[config.mk]
export PLATFORM = sky130hd
export DESIGN_NAME = memory_access_unit_flat
export DESIGN_NICKNAME = d
export VERILOG_FILES = /design/src/rtl/memory_access_unit_if.sv /design/src/rtl/memory_access_unit.sv /design/src/flat_wrapper.sv
export SDC_FILE = /design/constraint.sdc
export NUM_CORES = 1
export LEC_CHECK = 0
export BUFFER_PORTS_ARGS = -buffer_cell sky130_fd_sc_hd__buf_2
export CAP_MARGIN = 20
export CORE_MARGIN = 3
export CORE_UTILIZATION = 45
export DETAILED_ROUTE_END_ITERATION = 8
export PLACE_DENSITY = 0.73
export SKIP_LAST_GASP = 1
export SYNTH_ARGS = -nofsm -noshare
export SYNTH_HDL_FRONTEND = slang
export SYNTH_SLANG_ARGS = --single-unit
[constraint.sdc]
create_clock -name clock -period 4.6 [get_ports clock]
set_input_delay 0.92 -clock clock [delete_from_list [all_inputs] [get_ports clock]]
set_output_delay 0.92 -clock clock [all_outputs]
set_load 0.01 [all_outputs]
[src/rtl/memory_access_unit_if.sv]
// Data-memory bus between the memory stage (master) and data memory (slave):
// valid/ready request channel plus a response-valid load-data channel.
interface memory_access_unit_if #(
  parameter int DATA_WIDTH   = 32,
  parameter int ADDRESS_BITS = 20
);
  logic                    dmem_req_valid;
  logic                    dmem_req_ready;
  logic                    dmem_req_write;
  logic [ADDRESS_BITS-1:0] dmem_req_addr;
  logic [DATA_WIDTH-1:0]   dmem_req_wdata;
  logic [3:0]              dmem_req_byte_en;
  logic                    dmem_resp_valid;
  logic [DATA_WIDTH-1:0]   dmem_resp_data;

  modport master (
    output dmem_req_valid, dmem_req_write, dmem_req_addr, dmem_req_wdata, dmem_req_byte_en,
    input  dmem_req_ready, dmem_resp_valid, dmem_resp_data
  );

  modport slave (
    input  dmem_req_valid, dmem_req_write, dmem_req_addr, dmem_req_wdata, dmem_req_byte_en,
    output dmem_req_ready, dmem_resp_valid, dmem_resp_data
  );
endinterface

[src/rtl/memory_access_unit.sv]
// RV32 memory stage: issues load/store requests on the data-memory bus, formats
// load data, stalls upstream while a transaction is open, registers writeback.
module memory_access_unit #(
  parameter int DATA_WIDTH   = 32,
  parameter int ADDRESS_BITS = 20
) (
  input  logic                  clock,
  input  logic                  reset,
  input  logic [DATA_WIDTH-1:0] ALU_result_memory,
  input  logic [DATA_WIDTH-1:0] store_data_memory,
  input  logic [4:0]            rd_memory,
  input  logic                  memRead_memory,
  input  logic                  memWrite_memory,
  input  logic                  regWrite_memory,
  input  logic [DATA_WIDTH-1:0] instruction_memory,
  memory_access_unit_if.master  dmem,
  output logic                  stall_memory,
  output logic                  wb_regWrite,
  output logic [4:0]            wb_rd,
  output logic [DATA_WIDTH-1:0] wb_data,
  output logic [DATA_WIDTH-1:0] wb_instruction,
  output logic                  misaligned_fault
);

  localparam logic [DATA_WIDTH-1:0] NOP_INSTR    = 32'h0000_0013;
  localparam logic [6:0]            OPCODE_LOAD  = 7'b0000011;
  localparam logic [6:0]            OPCODE_STORE = 7'b0100011;

  typedef enum logic [1:0] {S_IDLE, S_REQ, S_WAIT} state_t;

  state_t r_state, w_next_state;

  logic                    r_req_valid;
  logic                    r_req_write;
  logic [ADDRESS_BITS-1:0] r_req_addr;
  logic [DATA_WIDTH-1:0]   r_req_wdata;
  logic [3:0]              r_req_byte_en;
  logic [2:0]              r_funct3;
  logic [1:0]              r_off;
  logic [4:0]              r_rd;
  logic                    r_regwrite;
  logic [DATA_WIDTH-1:0]   r_instr;
  logic                    r_wb_regwrite;
  logic [4:0]              r_wb_rd;
  logic [DATA_WIDTH-1:0]   r_wb_data;
  logic [DATA_WIDTH-1:0]   r_wb_instr;
  logic                    r_fault;

  logic [6:0]            w_opcode;
  logic [2:0]            w_funct3;
  logic [1:0]            w_off;
  logic                  w_is_load;
  logic                  w_is_store;
  logic                  w_mem_op;
  logic                  w_misaligned;
  logic [3:0]            w_byte_en;
  logic [DATA_WIDTH-1:0] w_wdata;
  logic [7:0]            w_load_byte;
  logic [15:0]           w_load_half;
  logic [DATA_WIDTH-1:0] w_load_data;
  logic                  w_stall;

  assign w_opcode   = instruction_memory[6:0];
  assign w_funct3   = instruction_memory[14:12];
  assign w_off      = ALU_result_memory[1:0];
  assign w_is_load  = memRead_memory  && (w_opcode == OPCODE_LOAD);
  assign w_is_store = memWrite_memory && (w_opcode == OPCODE_STORE);
  assign w_mem_op   = w_is_load || w_is_store;

  // Access size comes from funct3[1:0]; loads reuse the lane logic but never enable bytes.
  always_comb begin
    // NOTE: every signal gets a default first so no path through the case infers a latch.
    w_misaligned = 1'b0;
    w_byte_en    = 4'b1111;
    w_wdata      = store_data_memory;
    unique case (w_funct3[1:0])
      2'b00: begin
        w_byte_en = 4'b0001 << w_off;
        w_wdata   = {4{store_data_memory[7:0]}};
      end
      2'b01: begin
        w_misaligned = w_off[0];
        w_byte_en    = 4'b0011 << {w_off[1], 1'b0};
        w_wdata      = {2{store_data_memory[15:0]}};
      end
      2'b10:   w_misaligned = (w_off != 2'b00);
      default: ;
    endcase
    if (!w_is_store) w_byte_en = 4'b0000;
  end

  always_comb begin
    w_load_byte = 8'h00;
    w_load_data = '0;
    unique case (r_off)
      2'd0: w_load_byte = dmem.dmem_resp_data[7:0];
      2'd1: w_load_byte = dmem.dmem_resp_data[15:8];
      2'd2: w_load_byte = dmem.dmem_resp_data[23:16];
      2'd3: w_load_byte = dmem.dmem_resp_data[31:24];
      default: ;
    endcase
    w_load_half = r_off[1] ? dmem.dmem_resp_data[31:16] : dmem.dmem_resp_data[15:0];
    case (r_funct3)
      3'b000:  w_load_data = {{24{w_load_byte[7]}}, w_load_byte};
      3'b001:  w_load_data = {{16{w_load_half[15]}}, w_load_half};
      3'b010:  w_load_data = dmem.dmem_resp_data;
      3'b100:  w_load_data = {24'h000000, w_load_byte};
      3'b101:  w_load_data = {16'h0000, w_load_half};
      default: w_load_data = '0;
    endcase
  end

  always_comb begin
    w_next_state = r_state;
    w_stall      = 1'b0;
    unique case (r_state)
      S_IDLE: if (w_mem_op && !w_misaligned) begin
        w_next_state = S_REQ;
        w_stall      = 1'b1;
      end
      S_REQ: begin
        // A store finishes on its ready cycle, so upstream may advance on that edge.
        w_stall = !(dmem.dmem_req_ready && r_req_write);
        if (dmem.dmem_req_ready) w_next_state = r_req_write ? S_IDLE : S_WAIT;
      end
      S_WAIT: begin
        w_stall = !dmem.dmem_resp_valid;
        if (dmem.dmem_resp_valid) w_next_state = S_IDLE;
      end
      default: w_next_state = S_IDLE;
    endcase
  end

  always_ff @(posedge clock) begin
    // NOTE: sequential state uses non-blocking assignments so every register samples pre-edge values.
    if (reset) r_state <= S_IDLE;
    else       r_state <= w_next_state;
  end

  always_ff @(posedge clock) begin
    if (reset) begin
      r_req_valid   <= 1'b0;
      r_req_write   <= 1'b0;
      r_req_addr    <= '0;
      r_req_wdata   <= '0;
      r_req_byte_en <= 4'b0000;
      r_funct3      <= 3'b000;
      r_off         <= 2'b00;
      r_rd          <= 5'd0;
      r_regwrite    <= 1'b0;
      r_instr       <= NOP_INSTR;
      r_wb_regwrite <= 1'b0;
      r_wb_rd       <= 5'd0;
      r_wb_data     <= '0;
      r_wb_instr    <= NOP_INSTR;
      r_fault       <= 1'b0;
    end else begin
      r_fault <= 1'b0;
      unique case (r_state)
        S_IDLE: begin
          if (!w_mem_op) begin
            r_wb_regwrite <= regWrite_memory;
            r_wb_rd       <= rd_memory;
            r_wb_data     <= ALU_result_memory;
            r_wb_instr    <= instruction_memory;
          end else if (w_misaligned) begin
            r_fault       <= 1'b1;
            r_wb_regwrite <= 1'b0;
            r_wb_instr    <= NOP_INSTR;
          end else begin
            r_req_valid   <= 1'b1;
            r_req_write   <= w_is_store;
            r_req_addr    <= ALU_result_memory[ADDRESS_BITS-1:0];
            r_req_wdata   <= w_wdata;
            r_req_byte_en <= w_byte_en;
            r_funct3      <= w_funct3;
            r_off         <= w_off;
            r_rd          <= rd_memory;
            r_regwrite    <= regWrite_memory;
            r_instr       <= instruction_memory;
            r_wb_regwrite <= 1'b0;
            r_wb_instr    <= NOP_INSTR;
          end
        end
        S_REQ: if (dmem.dmem_req_ready) begin
          r_req_valid <= 1'b0;
          if (r_req_write) begin
            r_wb_regwrite <= 1'b0;
            r_wb_instr    <= r_instr;
          end
        end
        S_WAIT: if (dmem.dmem_resp_valid) begin
          r_wb_regwrite <= r_regwrite;
          r_wb_rd       <= r_rd;
          r_wb_data     <= w_load_data;
          r_wb_instr    <= r_instr;
        end
        default: ;
      endcase
    end
  end

  assign dmem.dmem_req_valid   = r_req_valid;
  assign dmem.dmem_req_write   = r_req_write;
  assign dmem.dmem_req_addr    = r_req_addr;
  assign dmem.dmem_req_wdata   = r_req_wdata;
  assign dmem.dmem_req_byte_en = r_req_byte_en;

  assign stall_memory     = w_stall;
  assign wb_regWrite      = r_wb_regwrite;
  assign wb_rd            = r_wb_rd;
  assign wb_data          = r_wb_data;
  assign wb_instruction   = r_wb_instr;
  assign misaligned_fault = r_fault;

endmodule
[src/flat_wrapper.sv]
// flat-port wrapper written by rule: the top's interface ports become plain ports
module memory_access_unit_flat 
#(
  parameter int DATA_WIDTH   = 32,
  parameter int ADDRESS_BITS = 20
)
  (clock, reset, ALU_result_memory, store_data_memory, rd_memory, memRead_memory, memWrite_memory, regWrite_memory, instruction_memory, stall_memory, wb_regWrite, wb_rd, wb_data, wb_instruction, misaligned_fault, dmem_dmem_req_valid, dmem_dmem_req_write, dmem_dmem_req_addr, dmem_dmem_req_wdata, dmem_dmem_req_byte_en, dmem_dmem_req_ready, dmem_dmem_resp_valid, dmem_dmem_resp_data);
  memory_access_unit_if #(.DATA_WIDTH(DATA_WIDTH), .ADDRESS_BITS(ADDRESS_BITS)) dmem_i ();
  input  logic clock;
  input  logic reset;
  input  logic [DATA_WIDTH-1:0] ALU_result_memory;
  input  logic [DATA_WIDTH-1:0] store_data_memory;
  input  logic [4:0] rd_memory;
  input  logic memRead_memory;
  input  logic memWrite_memory;
  input  logic regWrite_memory;
  input  logic [DATA_WIDTH-1:0] instruction_memory;
  output logic stall_memory;
  output logic wb_regWrite;
  output logic [4:0] wb_rd;
  output logic [DATA_WIDTH-1:0] wb_data;
  output logic [DATA_WIDTH-1:0] wb_instruction;
  output logic misaligned_fault;
  output wire logic [$bits(dmem_i.dmem_req_valid)-1:0] dmem_dmem_req_valid;
  output wire logic [$bits(dmem_i.dmem_req_write)-1:0] dmem_dmem_req_write;
  output wire logic [$bits(dmem_i.dmem_req_addr)-1:0] dmem_dmem_req_addr;
  output wire logic [$bits(dmem_i.dmem_req_wdata)-1:0] dmem_dmem_req_wdata;
  output wire logic [$bits(dmem_i.dmem_req_byte_en)-1:0] dmem_dmem_req_byte_en;
  input wire logic [$bits(dmem_i.dmem_req_ready)-1:0] dmem_dmem_req_ready;
  input wire logic [$bits(dmem_i.dmem_resp_valid)-1:0] dmem_dmem_resp_valid;
  input wire logic [$bits(dmem_i.dmem_resp_data)-1:0] dmem_dmem_resp_data;
  assign dmem_dmem_req_valid = dmem_i.dmem_req_valid;
  assign dmem_dmem_req_write = dmem_i.dmem_req_write;
  assign dmem_dmem_req_addr = dmem_i.dmem_req_addr;
  assign dmem_dmem_req_wdata = dmem_i.dmem_req_wdata;
  assign dmem_dmem_req_byte_en = dmem_i.dmem_req_byte_en;
  assign dmem_i.dmem_req_ready = dmem_dmem_req_ready;
  assign dmem_i.dmem_resp_valid = dmem_dmem_resp_valid;
  assign dmem_i.dmem_resp_data = dmem_dmem_resp_data;
  memory_access_unit #(.DATA_WIDTH(DATA_WIDTH), .ADDRESS_BITS(ADDRESS_BITS)) u_core (.clock(clock), .reset(reset), .ALU_result_memory(ALU_result_memory), .store_data_memory(store_data_memory), .rd_memory(rd_memory), .memRead_memory(memRead_memory), .memWrite_memory(memWrite_memory), .regWrite_memory(regWrite_memory), .instruction_memory(instruction_memory), .dmem(dmem_i), .stall_memory(stall_memory), .wb_regWrite(wb_regWrite), .wb_rd(wb_rd), .wb_data(wb_data), .wb_instruction(wb_instruction), .misaligned_fault(misaligned_fault));
endmodule
==> out/metrics.csv, run 1 <==
metric;value;unit
ys_top_cells_by_count;dfxtp_1, a21oi_1, clkbuf_1;
core;0.0168;mm²
dr.first_iter.drc_count;632;
clock_latency;0.42;ns
rsz0062_at_grt;false;
clk_pin_slew_worst_paths;0.06;ns
critPathKind;in2out;
synthDistinctLibCells;48;
fp.dieH;138;µm
grt_max_degree;142;
fmax;0.286;GHz
numCtsBuffers;17;
grt_antenna_before_repair;1;
synth.top_cell.area_share;0.435;
io_pins;270;
cap_viol_max_count;0;
p_leak;4.04;nW
drive_gt1_frac;0.292;
dp_cells;1315;
initial_core_util;0.464;
synth_top_area_cell;dfxtp_1;
grtUsageTotal;0.265;
syn-cell-area;0.00778;mm²
postSynthCellCount;916;
ys_warn_count;0;
slew_headroom;0.266;
worstHoldPathCells;1;
numPortBuffers;269;
vias_per_cell;6.02;
ys_ff_latch;169;
cts_resized;0;
holdCritPathClass;reg2reg;
r2r-start;u_core.r_state[0]$_SDFFE_PP0P_;
globalplace.congestion;0.871;
dieArea;0.0189;mm²
clockBufferDepth;2;
power_density;348;mW/mm²
outcome;complete, no violations;
startpoint;instruction_memory[13];
cp.arrival;2.58;ns
nets;1263;
post_cts_buffers;0;
ir_worst_vdd;0.250;mV
grt_pass1_wl;39800;µm
num_vias;8134;
fin_skew;0.00918;ns
min_period;3.50;ns
cp-endpoint;stall_memory;
instances_no_fill;1351;
areaGrowthSynthToFinish;26.1;%
ys_seq_area_frac;0.435;
cts.sinks;169;
syn_area_per_cell;8.50;µm²
drt-pass1-iter-count;5;
crit_path_start_kind;input port;
synthFlopType;dfxtp_1;
fin_setup_tns;0;ns
overflow;0;
required;3.68;ns
hold_violations;0;
die_w;138;µm
synth_most_common_cell;dfxtp_1;
async_flop_share;0;
endpoint_kind;output pin;
utilization;0.586;
post_drt_wl_per_cell;19.5;µm
synth_nets;1063;
ctsRootBufferMaster;clkbuf_16;
slew_viol_final;0;
fill_cells;1615;
drc_errors;0;
tightest_slew;1.10;ns
antenna_left;0;
synth_area_leaders;dfxtp_1, a21oi_1, a311oi_1;
cts-htree-levels;4;
std_cell_rows;47;
cts_tree;yes;
worst-r2r-cell-count;8;
cts_hold_buf;0;
synth_edf_count;0;
critPathMaxFanout;16;
final-setup-viol-count;0;
hpwl;17400;µm
wirelength;26300;µm
timing.rr.end;u_core.wb_data[0]$_SDFFE_PP0P_;
regToRegSetupSlack;1.79;ns
fin_total_pwr;3.41;mW
grt_pass1_vias;7601;
period_share;0.760;
-- stage by stage --
stage | instance area [µm²] | setup slack [ns] | hold slack (ns)
after floorplan | 7780 | 0.834 | 0.415
final | 9820 | 1.10 | 0.455
after CTS | 9770 | 1.14 | 0.453
after detailed placement | 9140 | 0.975 | 0.433
after global routing | 9820 | 1.02 | 0.467
after global placement | 9140 | 1.06 | 0.427
-- where the power goes --
group	internal (mW)	total (mW)	leakage, nW	switching [mW]
Combinational	0.134	0.338	2.35	0.204
Clock	0.955	1.55	0.311	0.592
Sequential	1.51	1.53	1.38	0.0229
Total	2.60	3.41	4.04	0.819
-- worst min path at each step --
stage	slack (ns)	end	from
final	0.45	u_core.r_instr[1]$_SDFFE_PP1P_	u_core.r_instr[1]$_SDFFE_PP1P_
after CTS	0.45	u_core.r_instr[0]$_SDFFE_PP1P_	u_core.r_instr[0]$_SDFFE_PP1P_
after detailed placement	0.43	u_core.r_instr[0]$_SDFFE_PP1P_	u_core.r_instr[0]$_SDFFE_PP1P_
after global routing	0.47	u_core.r_instr[1]$_SDFFE_PP1P_	u_core.r_instr[1]$_SDFFE_PP1P_
after floorplan	0.42	u_core.r_instr[0]$_SDFFE_PP1P_	u_core.r_instr[0]$_SDFFE_PP1P_
after global placement	0.43	u_core.r_instr[4]$_SDFFE_PP1P_	u_core.r_instr[4]$_SDFFE_PP1P_
-- layout by cell type, fill, tap and decap left out, types with 32 or more instances in the layout --
cell,Yosys,layout
buf_2,10,268
dfxtp_1,169,169
a21oi_1,127,127
nand3_1,64,64
o21ai_0,60,60
nor2_1,46,43
a311oi_1,41,41
a22oi_1,38,38
nor3_1,33,32
-- registers in the layout (all words and copies together), names as in the netlist --
register	cells
u_core.wb_instruction	32
u_core.r_off	1
u_core.dmem.dmem_req_byte_en	4
u_core.r_instr	32
u_core.wb_rd	5
u_core.r_regwrite	1
u_core.dmem.dmem_req_write	1
u_core.misaligned_fault	1
u_core.dmem.dmem_req_addr	19
u_core.r_state	2
u_core.r_rd	5
u_core.wb_data	32
u_core.dmem.dmem_req_valid	1
u_core.wb_regWrite	1
u_core.dmem.dmem_req_wdata	32
-- critical path: stages --
cell     delay, ns
buf_2         0.28
inv_1         0.10
ha_1          0.38
o211a_1       0.33
nor2_4        0.13
nand2_1       0.11
a21oi_1       0.15
buf_2         0.17
-- layout make-up --
| class | instances | area (µm²) | share of cell area |
|---|---|---|---|
| Timing Repair Buffer | 283 | 1480 | 0.151 |
| Antenna cell | 2 | 5.00 | 0.000510 |
| Tap cell | 220 | 275 | 0.0280 |
| Multi-Input combinational cell | 628 | 3970 | 0.404 |
| Clock buffer | 22 | 474 | 0.0483 |
| Clock inverter | 10 | 164 | 0.0167 |
| Inverter | 17 | 63.8 | 0.00650 |
| Sequential cell | 169 | 3380 | 0.345 |
-- cells by family after synthesis --
| family | count (synthesis) | share of synthesized area |
|---|---|---|
| AO/OA/AOI/OAI | 375 | 0.312 |
| AND/OR/NAND/NOR | 210 | 0.134 |
| flip-flops | 169 | 0.435 |
| buffers and inverters | 119 | 0.0595 |
| multiplexers | 36 | 0.0490 |
| adder cells (fa/ha/maj) | 7 | 0.0113 |
-- routing by layer --
layer,vias up,GRT usage,part of all wire
met5,-,0,0
met4,0,0.125,0.039
met3,61,0.0537,0.086
met2,386,0.428,0.47
met1,3833,0.339,0.41
li1,3854,-,-
Power figures use the tool's default switching activity.
==> run 2, diff against run 1 <==
Settings changed: PLACE_DENSITY 0.73 to 0.76.
Clock period 4.6 ns to 3.2 ns, I/O delays scaled along.
==> out/metrics.csv, run 2 (same netlist as run 1, synthesis figures left out) <==
metric;value;unit;change
outcome;complete, no violations;;
fin_total_pwr;4.58;mW;+34%
grt_antenna_before_repair;1;;unchanged
antenna_left;0;;unchanged
crit_top_cell;buf_2;;
worst_path_max_delay_cell;or4_1;;
post_drt_wl_per_cell;19.0;µm;-2.3%
ctsRootBufferMaster;clkbuf_16;;
initial_core_util;0.464;;unchanged
cp.arrival;2.22;ns;-0.36 ns
die_w;138;µm;unchanged
cts_hold_buf;0;;unchanged
io_pins;270;;unchanged
cap_viol_max_count;0;;unchanged
cts_resized;0;;unchanged
min_period;2.86;ns;
fp.dieH;138;µm;unchanged
place_area;0.00928;mm²;+1.6%
postLayoutCellArea;0.00981;mm²;about the same
drt-pass1-iter-count;5;;unchanged
endpoint_kind;output pin;;
dieArea;0.0189;mm²;unchanged
hpwl;17600;µm;+0.72%
crit_path_start_kind;input port;;
holdCritPathClass;reg2reg;;
place_ws;0.193;ns;-0.782 ns
crit_chain;buf_2, or4_1, nor4_4, nand2_1, a21oi_1, buf_2;;
power_density;467;mW/mm²;+34%
grtUsageTotal;0.261;;-0.00344
grt_pass1_wl;39500;µm;-0.81%
final_common_cell;buf_2;;
instances_no_fill;1358;;+0.52%
critPathMaxFanout;7;;-9
ir_worst_vdd;0.359;mV;+44%
critPathBufInv;2;;-1
layout_setup_ws;0.336;ns;-0.767 ns
fin_skew;0.00822;ns;-0.000960 ns
tightest_slew;1.03;ns;-0.0703 ns
areaGrowthSynthToFinish;26.1;%;about the same
post_cts_buffers;0;;unchanged
period_share;0.895;;
whs;0.448;ns;-0.00662 ns
slew_headroom;0.313;;+0.0468
numPortBuffers;269;;unchanged
cts.sinks;169;;unchanged
grt_pass1_vias;7466;;-1.8%
utilization;0.586;;about the same
p_leak;4.06;nW;+0.32%
dp_cells;1328;;+0.99%
fin_setup_tns;0;ns;unchanged
clock_latency;0.41;ns;about the same
dr.first_iter.drc_count;596;;-5.7%
clockBufferDepth;2;;unchanged
fmax;0.349;GHz;
cts_tree;yes;;
wirelength;25800;µm;-1.8%
num_vias;8163;;+0.36%
drive_gt1_frac;0.296;;+0.00322
globalplace.congestion;0.842;;-3.3%
slew_viol_final;0;;unchanged
vias_per_cell;6.01;;-0.16%
max_stage_delay;0.69;ns;+0.31 ns
grt_max_degree;137;;-3.5%
layout_common_cells;buf_2, dfxtp_1, a21oi_1;;
overflow;0;;unchanged
core;0.0168;mm²;unchanged
nets;1274;;+0.87%
cp_top_family;simple AND/OR/NAND/NOR gates;;
std_cell_rows;47;;unchanged
hold_violations;0;;unchanged
final-setup-viol-count;0;;unchanged
numCtsBuffers;17;;unchanged
cts-htree-levels;4;;unchanged
clk_pin_slew_worst_paths;0.06;ns;about the same
required;2.56;ns;-1.12 ns
critPathKind;in2out;;
rsz0062_at_grt;false;;
drc_errors;0;;unchanged
run 2: layer usage:
layer | global-route usage | part of all wire
met4 | 0.111 | 0.034
met3 | 0.0650 | 0.086
met2 | 0.417 | 0.47
met5 | 0 | 0
met1 | 0.337 | 0.41
run 2: power by group:
part / internal, mW / switching (mW)
Clock: 1.08 / 0.810
Combinational: 0.199 / 0.294
Sequential: 2.17 / 0.0340
Total: 3.44 / 1.14
run 2: final timing paths:
path                                                      from  slack [ns]                             end  cells after the start
worst max-delay path                     instruction_memory[2]        0.34                    stall_memory                      6
worst min-delay path            u_core.r_instr[1]$_SDFFE_PP1P_        0.45  u_core.r_instr[1]$_SDFFE_PP1P_                      1
worst max register to register  u_core.r_state[0]$_SDFFE_PP0P_        0.75  u_core.wb_data[0]$_SDFFE_PP0P_                      8
worst min register to register  u_core.r_instr[1]$_SDFFE_PP1P_        0.45  u_core.r_instr[1]$_SDFFE_PP1P_                      1
run 2: final cells by class:
cell class | instances | area, µm²
Antenna cell | 1 | 2.50
Clock buffer | 22 | 454
Clock inverter | 7 | 73.8
Fill cell | 1544 | 6950
Inverter | 17 | 63.8
Multi-Input combinational cell | 628 | 3970
Sequential cell | 169 | 3380
Tap cell | 220 | 275
Timing Repair Buffer | 294 | 1590
==> run 3, diff against run 2 <==
Settings changed: MAX_ROUTING_LAYER set to met4, SETUP_SLACK_MARGIN set to 0.5.
==> out/metrics.csv, run 3 (same netlist as run 1, synthesis figures left out) <==
metric;value;unit;change
crit_top_cell;buf_6;;
cts_tree;yes;;
crit_chain;buf_6, or4_4, nor4_4, nand2_4, a21oi_4, buf_6;;
drive_gt1_frac;0.304;;+0.00834
critPathMaxFanout;5;;-2
drc_errors;0;;unchanged
multi_input_comb_area;0.00399;mm²;+0.57%
required;2.56;ns;about the same
critPathKind;in2out;;
slew_headroom;0.234;;-0.0792
numCtsBuffers;17;;unchanged
tightest_slew;1.15;ns;+0.119 ns
endpoint_kind;output pin;;
crit_path_start_kind;input port;;
ir_worst_vdd;0.365;mV;+1.6%
clockBufferDepth;2;;unchanged
fp.dieH;138;µm;unchanged
hold_violations;0;;unchanged
wirelength;26500;µm;+2.7%
postLayoutCellArea;0.00991;mm²;+0.98%
period_share;0.848;;-0.0472
place_area;0.00930;mm²;+0.12%
p_leak;4.10;nW;+1.1%
nets;1276;;+0.16%
critPathBufInv;2;;unchanged
grtUsageTotal;0.272;;+0.0101
cp.arrival;2.07;ns;-0.15 ns
numPortBuffers;269;;unchanged
dp_cells;1327;;-0.075%
dr.first_iter.drc_count;748;;+26%
drt-pass1-iter-count;5;;unchanged
overflow;0;;unchanged
startpoint;instruction_memory[6];;
clk_pin_slew_worst_paths;0.06;ns;about the same
holdCritPathClass;reg2reg;;
ff_latch_area;0.00338;mm²;unchanged
hpwl;18100;µm;+3.0%
fin_skew;0.0132;ns;+0.00494 ns
fill_cells;1566;;+1.4%
grt_antenna_before_repair;1;;unchanged
fin_setup_tns;0;ns;unchanged
min_period;2.71;ns;-0.151 ns
power_density;476;mW/mm²;+1.9%
globalplace.congestion;0.938;;+11%
vias_per_cell;6.03;;+0.30%
std_cell_rows;47;;unchanged
max_stage_delay;0.58;ns;-0.11 ns
worst_path_max_delay_cell;or4_4;;
final_common_cell;buf_2;;
outcome;complete, no violations;;
cp_top_family;simple AND/OR/NAND/NOR gates;;
cap_viol_max_count;0;;unchanged
holdCritStartpoint;u_core.r_instr[1]$_SDFFE_PP1P_;;
whs;0.458;ns;+0.0100 ns
layout_common_cells;buf_2, dfxtp_1, a21oi_1;;
instances_no_fill;1363;;+0.37%
dieArea;0.0189;mm²;unchanged
rsz0062_at_grt;true;;
die_w;138;µm;unchanged
ctsRootBufferMaster;clkbuf_16;;
cts-htree-levels;4;;unchanged
antenna_left;0;;unchanged
grt_pass1_vias;7357;;-1.5%
initial_core_util;0.464;;unchanged
final-setup-viol-count;0;;unchanged
cts.sinks;169;;unchanged
post_drt_wl_per_cell;19.5;µm;+2.3%
io_pins;270;;unchanged
grt_max_degree;92;;-33%
clock_latency;0.43;ns;+0.02 ns
num_vias;8218;;+0.67%
utilization;0.591;;+0.00575
core;0.0168;mm²;unchanged
fmax;0.369;GHz;+5.6%
r2r-start;u_core.r_state[0]$_SDFFE_PP0P_;;
slew_viol_final;0;;unchanged
areaGrowthSynthToFinish;27.3;%;
grt_pass1_wl;39600;µm;+0.21%
[run 3: cell count changes in the layout (fill, tap and decap cells not counted), moves of 2 or more]
cell,before,now
buf_4,21,25
buf_2,268,265
clkbuf_1,4,1
clkbuf_8,1,4
clkinv_2,2,4
[run 3: metal layers]
metal | wire length (µm) | vias to the layer above | GRT usage | share of wire
met5 | 0 | - | - | 0
met4 | 1010 | 0 | 0.135 | 0.038
met3 | 2200 | 67 | 0.0515 | 0.083
met2 | 12500 | 411 | 0.411 | 0.47
met1 | 10900 | 3854 | 0.348 | 0.41
li1 | - | 3886 | - | -
[run 3: final cells by class]
type,count,share of cell area
repair buffers,296,0.163
diodes,1,0.000252
flip-flops and latches,169,0.341
clock buffers,22,0.0489
clock inverters,10,0.00922
inverters,17,0.00644
multi-input cells,628,0.403
well taps,220,0.0278
[run 3: worst reg2reg max path: cells and delay by family, from the launching register on]
kind	cells	cell delay [ns]
buf+inv	6	1.11
compound gates	1	0.28
simple gates	2	0.46
fa+ha+maj	1	0.25
flops	1	0.34
[run 3: through the flow]
| step | worst slack, ns | total power, mW |
|---|---|---|
| CTS | 0.506 | 4.75 |
| global placement | 0.392 | 2.74 |
| finish | 0.487 | 4.71 |
| floorplan | 0.387 | 2.49 |
| global route | 0.467 | 4.88 |
| detailed placement | 0.314 | 2.74 |
[run 3: power breakdown]
group / internal [mW] / leakage (nW) / switching (mW)
combinational: 0.206 / 2.44 / 0.301
sequential: 2.16 / 1.38 / 0.0322
clock: 1.15 / 0.282 / 0.856
total: 3.52 / 4.10 / 1.19
[run 3: repair_timing]
action / CTS / global route
gates cloned: 0 / 0
setup endpoints to repair: 1 / 1
setup buffers: 1 / 2
gates resized for setup: 1 / 4
hold buffers: 0 / 0
pin swaps: 1 / 5
[run 3: worst paths after layout]
| check | to | slack, ns | cells after the start |
|---|---|---|---|
| worst max register to register | u_core.wb_data[21]$_SDFFE_PP0P_ | 0.69 | 10 |
| worst min-delay path | u_core.r_instr[1]$_SDFFE_PP1P_ | 0.46 | 1 |
| worst max-delay path | stall_memory | 0.49 | 6 |
| worst min register to register | u_core.r_instr[1]$_SDFFE_PP1P_ | 0.46 | 1 |
